File: config.mk
export PLATFORM = sky130hd
export DESIGN_NAME = seq_frac_mult_flat
export DESIGN_NICKNAME = d
export VERILOG_FILES = /design/src/rtl/seq_frac_mult_pkg.sv /design/src/rtl/seq_frac_mult_if.sv /design/src/rtl/seq_frac_mult.sv /design/src/flat_wrapper.sv
export SDC_FILE = /design/constraint.sdc
export NUM_CORES = 1
export LEC_CHECK = 0
export ABC_AREA = 1
export CORE_UTILIZATION = 25
export CTS_CLUSTER_SIZE = 25
export DETAILED_ROUTE_END_ITERATION = 16
export SLEW_MARGIN = 0
export SYNTH_ARGS = -nofsm -noshare
export SYNTH_HDL_FRONTEND = slang
export SYNTH_SLANG_ARGS = --single-unit
File: constraint.sdc
create_clock -name clk -period 2.3 [get_ports clk]
set_input_delay 0.575 -clock clk [delete_from_list [all_inputs] [get_ports clk]]
set_output_delay 0.575 -clock clk [all_outputs]
set_load 0.02 [all_outputs]
File: src/rtl/seq_frac_mult_pkg.sv
// Shared sizing for the sequential fractional multiplier.
// The datapath width and the multiplier latency are the global parameters the controller uses.
`ifndef DATA_BUS_SIZE
`define DATA_BUS_SIZE 8
`endif
`ifndef MULT_LATENCY
`define MULT_LATENCY (`DATA_BUS_SIZE + 1)
`endif

package seq_frac_mult_pkg;
  localparam int unsigned DATA_BUS_SIZE = `DATA_BUS_SIZE;
  localparam int unsigned MULT_LATENCY  = `MULT_LATENCY;
endpackage

File: src/rtl/seq_frac_mult_if.sv
// Start/done handshake between the picoMIPS controller and the sequential multiplier.
interface seq_frac_mult_if
  import seq_frac_mult_pkg::*;
#(
  parameter int unsigned N = DATA_BUS_SIZE
) ();
  logic         start;
  logic [N-1:0] a;
  logic [N-1:0] b;
  logic         busy;
  logic         done;
  logic [N-1:0] result;
  logic         ovf;

  modport master (output start, a, b, input busy, done, result, ovf);
  modport slave  (input start, a, b, output busy, done, result, ovf);
endinterface

File: src/rtl/seq_frac_mult.sv
// Multi-cycle signed Q0.(n-1) x integer multiply, one multiplier bit per clock.
// Product is truncated (arithmetic shift right by n-1); ovf flags the single wrapping case.
module seq_frac_mult
  import seq_frac_mult_pkg::*;
#(
  parameter int unsigned n     = DATA_BUS_SIZE,
  parameter int unsigned cnt_w = $clog2(n) + 1
) (
  input  logic          clk,
  input  logic          n_reset,
  seq_frac_mult_if.slave bus
);
  typedef enum logic [1:0] {IDLE, CALC, DONE} state_t;

  state_t             state_q;
  logic [2*n-1:0]     acc_q;
  logic [2*n-1:0]     mcand_q;
  logic [n-1:0]       mplier_q;
  logic [cnt_w-1:0]   cnt_q;
  logic [n-1:0]       result_q;
  logic               ovf_q;
  logic               busy_q;
  logic               done_q;

  logic [2*n-1:0]     addend;
  logic [2*n-1:0]     acc_d;
  logic               last_step;

  // The multiplier MSB carries negative weight, so its partial product is subtracted.
  // The counter runs n-1..0 over the bits, then wraps negative for the result-capture edge.
  always_comb begin
    addend    = mplier_q[0] ? mcand_q : '0;
    acc_d     = (cnt_q == '0) ? (acc_q - addend) : (acc_q + addend);
    last_step = cnt_q[cnt_w-1];
  end

  always_ff @(posedge clk or negedge n_reset) begin
    if (!n_reset) begin
      state_q  <= IDLE;
      acc_q    <= '0;
      mcand_q  <= '0;
      mplier_q <= '0;
      cnt_q    <= '0;
      result_q <= '0;
      ovf_q    <= 1'b0;
      busy_q   <= 1'b0;
      done_q   <= 1'b0;
    end else begin
      done_q <= 1'b0;
      unique case (state_q)
        IDLE, DONE: begin
          if (bus.start) begin
            mcand_q  <= {{n{bus.a[n-1]}}, bus.a};
            mplier_q <= bus.b;
            acc_q    <= '0;
            cnt_q    <= cnt_w'(n - 1);
            busy_q   <= 1'b1;
            state_q  <= CALC;
          end else begin
            state_q <= IDLE;
          end
        end
        CALC: begin
          if (last_step) begin
            result_q <= acc_q[2*n-2:n-1];
            ovf_q    <= acc_q[2*n-1] ^ acc_q[2*n-2];
            busy_q   <= 1'b0;
            done_q   <= 1'b1;
            state_q  <= DONE;
          end else begin
            acc_q    <= acc_d;
            mcand_q  <= mcand_q << 1;
            mplier_q <= mplier_q >> 1;
            cnt_q    <= cnt_q - cnt_w'(1);
          end
        end
        default: state_q <= IDLE;
      endcase
    end
  end

  assign bus.busy   = busy_q;
  assign bus.done   = done_q;
  assign bus.result = result_q;
  assign bus.ovf    = ovf_q;
endmodule

File: src/flat_wrapper.sv
// flat-port wrapper written by rule: the top's interface ports become plain ports
module seq_frac_mult_flat import seq_frac_mult_pkg::*;
#(
  parameter int unsigned n     = DATA_BUS_SIZE,
  parameter int unsigned cnt_w = $clog2(n) + 1
)
  (clk, n_reset, bus_start, bus_a, bus_b, bus_busy, bus_done, bus_result, bus_ovf);
  seq_frac_mult_if #(.N(8)) bus_i ();
  input  logic clk;
  input  logic n_reset;
  input wire logic [$bits(bus_i.start)-1:0] bus_start;
  input wire logic [$bits(bus_i.a)-1:0] bus_a;
  input wire logic [$bits(bus_i.b)-1:0] bus_b;
  output wire logic [$bits(bus_i.busy)-1:0] bus_busy;
  output wire logic [$bits(bus_i.done)-1:0] bus_done;
  output wire logic [$bits(bus_i.result)-1:0] bus_result;
  output wire logic [$bits(bus_i.ovf)-1:0] bus_ovf;
  assign bus_i.start = bus_start;
  assign bus_i.a = bus_a;
  assign bus_i.b = bus_b;
  assign bus_busy = bus_i.busy;
  assign bus_done = bus_i.done;
  assign bus_result = bus_i.result;
  assign bus_ovf = bus_i.ovf;
  seq_frac_mult #(.n(n), .cnt_w(cnt_w)) u_core (.clk(clk), .n_reset(n_reset), .bus(bus_i));
endmodule
==> reports/qor.yml, run 1 <==
numCtsBuffers: 9
synth_compound_area_share_pct: 15.0
ys_seq_elements: 57
start_util_pct: 26.1
synth_xor_area_share_pct: 3.81
critPathBufInv: 4
postCtsHoldBufs: 0
fin_cells: 754
dp_cells: 728
mostFrequentLayoutCells: "118 x nand2_1, 58 x inv_1, 56 x dfrtp_1"
status: "finished with violations"
crit_arrival_ps: 2890
grt_pass1_wl_um: 16600
pre_cts_ws_ps: -284
wl_per_cell_um: 13.0
hp-class: "input pin to asynchronous set/reset pin"
cts.clk_slew.worst_paths_ps: 50
synth_nets: 520
synthDistinctLibCells: 37
maxCapViolCount: 0
synth_area_sq_um: 3680
io_buffers: 29
clockBufferDepth: 2
rsz0062_at_grt: "true"
cts_htree_levels: 3
hold_viol: 0
reg2reg_depth: 18
drt-initial-drc-count: 143
drc: 0
max_stage_delay_ps: 490
relSlewSlack_pct: 72.8
rows: 43
fillCellCount: 1416
layout_setup_ws_ps: -315
gp_congestion: 0.867
synthSimpleGateAreaFrac_pct: 25.8
cts.sinks: 57
slew_viol_final: 0
cp_cell_sequence: "buf_8 -> nand2_4 -> nand4_1 -> nor2_4 -> nand3_2 -> nand2_2 -> xor2_2 -> inv_2 -> ha_4 -> nand2_1 -> inv_2 -> nand2_4 -> nor3_4 -> buf_4 -> a21oi_2 -> nand3_1 -> nand3_1 -> nand2_1"
cp-end-kind: "flop"
crit_slowest_cell: "dfrtp_2"
ios: 30
viasPerCell: 4.54
synthAdderAreaFrac_pct: 6.67
final_common_cell: "nand2_1"
yosys_warnings: 0
grt_overflow: 0
critPathRequiredTime_ps: 2570
clock_skew_ps: 5.10
worstSkewPairLatency_ps: 330
synth_edf_count: 0
muxShareOfSynthArea_pct: 0
max_clock_freq_ghz: 0.382
die_area_sq_um: 15200
synth.avg_cell_area_sq_um: 7.63
drive_gt1_share_pct: 31.0
vias: 3426
track_usage_pct: 14.4
worst_setup_path_start_kind: "flop"
ctsRootBufferMaster: "clkbuf_16"
syn_inst: 482
finalNetCount: 607
cts_tree: "done"
dpl.hpwl_um: 6940
critical-path-top-delay-family: "simple AND/OR/NAND/NOR gates"
first_pass_iters: 4
fin_crit_ps: 2610
syn_to_final_growth_pct: 45.4
cp_max_fo: 8
wl_um: 9800
grt_pass1_vias: 3470
core_region_area_sq_um: 14100
dieWidth_um: 123
cp_num_cells: 18
grt_max_degree: 58
setup_viol: 11
die_h_um: 123
ant_nets: 0
diodes: 0
tns_ps: -1550
synthFlopType: "dfrtp_1"
synth-seq-area-share_pct: 38.8
violations: "negative setup slack"
async_reset_ff_share_pct: 100
antenna_found_initial: 0
fin_crit_sh_pct: 114
worstSetupPathType: "flop to flop"
synth_top_family_by_area: "simple AND/OR/NAND/NOR gates"
worstMarginPinSlew_ps: 407
[cells by family (layout without fill, tap and decap cells)]
group,after synthesis,count (layout)
compound gates,95,95
buf+inv,85,177
xor+xnor,16,16
simple gates,210,210
fa+ha+maj,19,19
flops,57,57
[stage by stage]
step	utilization, %	instance area [sq um]	hold WS [ps]
6_report	37.9	5350	243
5_1_grt	37.9	5350	275
4_1_cts	36.6	5160	251
3_5_place_dp	32.7	4610	463
3_3_place_gp	32.7	4610	462
2_1_floorplan	-	3770	279
[final cells by class]
class,instances,area (sq um),area share [%]
multi-input cells,340,2280,42.6
clock inverters,5,103,1.92
repair buffers,89,793,14.8
well taps,180,225,4.21
clock buffers,11,243,4.54
inverters,72,278,5.20
flip-flops and latches,57,1430,26.7
[per-layer routing]
layer	track usage (%)	vias up	routed length (um)
met5	0	-	0
met4	7.15	0	211
met3	2.35	15	243
met1	17.6	1642	4450
met2	24.4	40	4890
li1	-	1729	-
[cell usage after synthesis, types with 5 or more instances]
master,count,share of area (%)
o21ai_1,21,2.9
xnor2_1,5,1.2
nand2_1,142,14
a21oi_1,25,3.4
nand3_1,20,2.7
nor2_1,20,2.0
xor2_1,11,2.6
o221ai_1,7,1.7
ha_1,18,6.1
dfrtp_1,57,39
o211ai_1,12,2.5
o21ai_0,19,2.6
buf_2,6,0.82
nand2_4,5,1.5
inv_1,66,6.7
o22ai_1,5,0.85
nand2_2,7,1.2
[state kept, by name, summed over array words and instances, names as in the netlist]
signal and cells:
u_core.acc_q 16, u_core.bus.ovf 1, u_core.bus.result 8, u_core.cnt_q 4, u_core.mcand_q 16, u_core.state_q 2, u_core.bus.done 1, u_core.bus.busy 1
u_core.mplier_q 8
[timing repair]
action | CTS | global route
endpoints found under the setup margin | 11 | 12
setup buffers | 5 | 5
resized for setup | 39 | 44
pin swaps | 12 | 24
[path summary, 6_finish.rpt]
kind | slack, ps | startpoint | endpoint
worst max-delay path | -310 | u_core.mplier_q[0] | u_core.acc_q[15]
worst min register to register | 470 | u_core.bus.result[4] | u_core.bus.result[4]
worst min-delay path | 240 | n_reset | u_core.acc_q[5]
max in group asynchronous | 1780 | n_reset | u_core.mplier_q[0]
min in group clk | 470 | u_core.bus.result[4] | u_core.bus.result[4]
worst max register to register | -310 | u_core.mplier_q[0] | u_core.acc_q[15]
Power of run 1 is left out: the tool's default activity adds up to more than one toggle a clock period on the data nets, which glitch-free logic cannot reach.
==> run 2: changes to the inputs <==
- CORE_UTILIZATION: 25 -> 55
- PLACE_DENSITY: unset -> 0.76
- clock period: 2.3 -> 3.03 ns (I/O delays scaled with it)
==> run 2 against run 1 <==
Net effect:
- the flow now finishes without violations
- flip-flop and latch count unchanged
- critical path depth down 2
- die area shrank 54%
- clock skew up 3.7 ps
- worst hold slack gained 170 ps
- global-route usage increased by 11 points
- maximum frequency decreased by 3.8%
- first-iteration DRC count fell by 31%
- register-to-register slack better by 630 ps
- cell area shrank 22%
- critical endpoint unchanged
==> reports/qor.yml, run 2 (same netlist as run 1, synthesis figures left out) <==
worstMarginPinSlew_ps: 573  # +167 ps
finalNetCount: 551  # -9.2%
postCtsHoldBufs: 0  # unchanged
track_usage_pct: 25.1  # +11 points
reg2reg_slack_ps: 310  # +630 ps
drc: 0  # unchanged
die_h_um: 83.8  # -32%
worst_setup_path_start_kind: "flop"
io_buffers: 29  # unchanged
grt_overflow: 0  # unchanged
crit_arrival_ps: 2950  # +60 ps
hp-class: "input pin to asynchronous set/reset pin"
fillCellCount: 573  # -60%
first_pass_iters: 4  # unchanged
die_area_sq_um: 7010  # -54%
dieWidth_um: 83.8  # -32%
r2r_start: "u_core.mplier_q[0]"
wl_per_cell_um: 13.3  # +2.1%
rows: 29  # -33%
ios: 30  # unchanged
grt_max_degree: 42  # -28%
slew_viol_final: 0  # unchanged
postCtsSetupBuffers: 0  # -5
start_util_pct: 57.6  # +31 points
cpMostUsedCell: "nand2_1"
syn_to_final_growth_pct: 13.7
clock_skew_ps: 8.84  # +3.74 ps
wl_um: 7870  # -20%
dpl.hpwl_um: 5960  # -14%
max_stage_delay_ps: 450  # -40 ps
relSlewSlack_pct: 61.8  # -11 points
hold_viol: 0  # unchanged
met2_usage_pct: 41.4  # +17 points
drt-initial-drc-count: 98  # -31%
critical-path-top-delay-family: "simple AND/OR/NAND/NOR gates"
ant_nets: 0  # unchanged
worstSkewPairLatency_ps: 340  # about the same
cts_htree_levels: 3  # unchanged
fin_crit_ps: 2720  # +103 ps
max_clock_freq_ghz: 0.368  # -3.8%
diodes: 0  # unchanged
ctsRootBufferMaster: "clkbuf_8"
critPathRequiredTime_ps: 3260  # +690 ps
worstSetupPathType: "flop to flop"
reg2reg_depth: 16  # -2
tns_ps: 0  # +1550 ps
crit_slowest_cell: "dfrtp_2"
antenna_found_initial: 0  # unchanged
grt_pass1_wl_um: 13900  # -16%
fin_crit_sh_pct: 89.7  # -24 points
grt_pass1_vias: 3107  # -10%
setup_viol: 0  # -11
core_region_area_sq_um: 6390  # -55%
cp-end-kind: "flop"
drive_gt1_share_pct: 8.91  # -22 points
numCtsBuffers: 9  # unchanged
rsz0062_at_grt: "false"
cts.clk_slew.worst_paths_ps: 70  # +20 ps
status: "complete, no violations"
maxCapViolCount: 0  # unchanged
clockBufferDepth: 2  # unchanged
critPathBufInv: 2  # -2
reg.largest.list: "u_core.acc_q: 16 flops, u_core.mcand_q: 16 flops"
cts.sinks: 57  # unchanged
gp_congestion: 0.823  # -5.1%
cp_cell_sequence: "buf_4 -> nand2_1 -> nand4_1 -> nor2_2 -> nand4_1 -> nand2_1 -> xor2_1 -> inv_1 -> ha_1 -> nand2_1 -> nor3_1 -> nand2_1 -> nand3_1 -> nand2_1 -> nand3_1 -> nand2_1"
vias: 3172  # -7.4%
cp_max_fo: 10  # +2
grt_util_met3_pct: 4.15  # +1.8 points
viasPerCell: 5.35  # +18%
r2r_end: "u_core.acc_q[15]"
mostFrequentLayoutCells: "142 x nand2_1, 66 x inv_1, 56 x dfrtp_1"
busiest_layer: "met2"
cts_tree: "done"
final_common_cell: "nand2_1"
grt.met1_usage_pct: 32.4  # +15 points
## run 2: cell types whose count changed in the layout (fill, tap and decap cells not counted), moves of 8 or more
| cell | change |
|---|---|
| ha_4 | -11 |
| inv_1 | +8 |
| nand2_1 | +24 |
| clkbuf_8 | +9 |
| buf_4 | -51 |
| nand2_2 | -19 |
| clkbuf_16 | -9 |
| a21oi_1 | +9 |
| ha_1 | +12 |
## run 2: worst register-to-register path: stages (launching register included)
cell and delay (ps):
dfrtp_2 450, buf_4 210, nand2_1 130, nand4_1 120, nor2_2 150, nand4_1 100, nand2_1 130, xor2_1 150
inv_1 80, ha_1 390, nand2_1 120, nor3_1 250, nand2_1 80, nand3_1 70, nand2_1 50, nand3_1 80
nand2_1 50
## run 2: how the worst max path moves through the flow
stage                            start                to  cells after the start
global placement    u_core.mplier_q[0]  u_core.acc_q[15]                     16
finish              u_core.mplier_q[0]  u_core.acc_q[15]                     16
CTS                 u_core.mplier_q[0]  u_core.acc_q[15]                     16
floorplan           u_core.mplier_q[0]  u_core.acc_q[15]                     17
detailed placement  u_core.mplier_q[0]  u_core.acc_q[15]                     16
global route        u_core.mplier_q[0]  u_core.acc_q[15]                     17
## run 2: layout make-up
class / count / area [sq um] / area share, %
Sequential cell: 57 / 1430 / 34.2
Inverter: 72 / 275 / 6.58
Clock inverter: 4 / 45.0 / 1.08
Timing Repair Buffer: 33 / 315 / 7.54
Multi-Input combinational cell: 340 / 1880 / 45.0
Clock buffer: 10 / 138 / 3.29
Tap cell: 77 / 96.3 / 2.30
## run 2: per-layer routing
metal	wire length (um)	vias up
li1	-	1625
met3	269	18
met4	192	0
met2	3770	56
met5	0	-
met1	3630	1473
## run 2: metrics by stage
step / setup WS (ps) / util, % / instance area [sq um] / hold WS (ps) / cells
floorplan: 629 / - / 3680 / 455 / 482
global placement: 290 / 62.6 / 4000 / 454 / 579
detailed placement: 296 / 62.6 / 4000 / 459 / 579
CTS: 275 / 65.4 / 4180 / 426 / 593
global route: 10.0 / 65.5 / 4180 / 459 / 593
finish: 312 / 65.5 / 4180 / 409 / 593
## run 2: repair_timing
action / CTS / global route
setup endpoints to repair: 0 / 1
gates resized for setup: 0 / 1
hold endpoints to repair: 0 / 0
Power of run 2 is left out for the same reason.
==> run 3: changes to the inputs <==
--- a/constraint.sdc
+++ b/constraint.sdc
@@ -3,2 +3,2 @@
 set_output_delay 0.7575 -clock clk [all_outputs]
-set_load 0.02 [all_outputs]
+set_load 0.05 [all_outputs]
==> results of run 3 <==
Final layout, timing and power as in run 2 (identical DEF).
Power of run 3 is left out for the same reason.
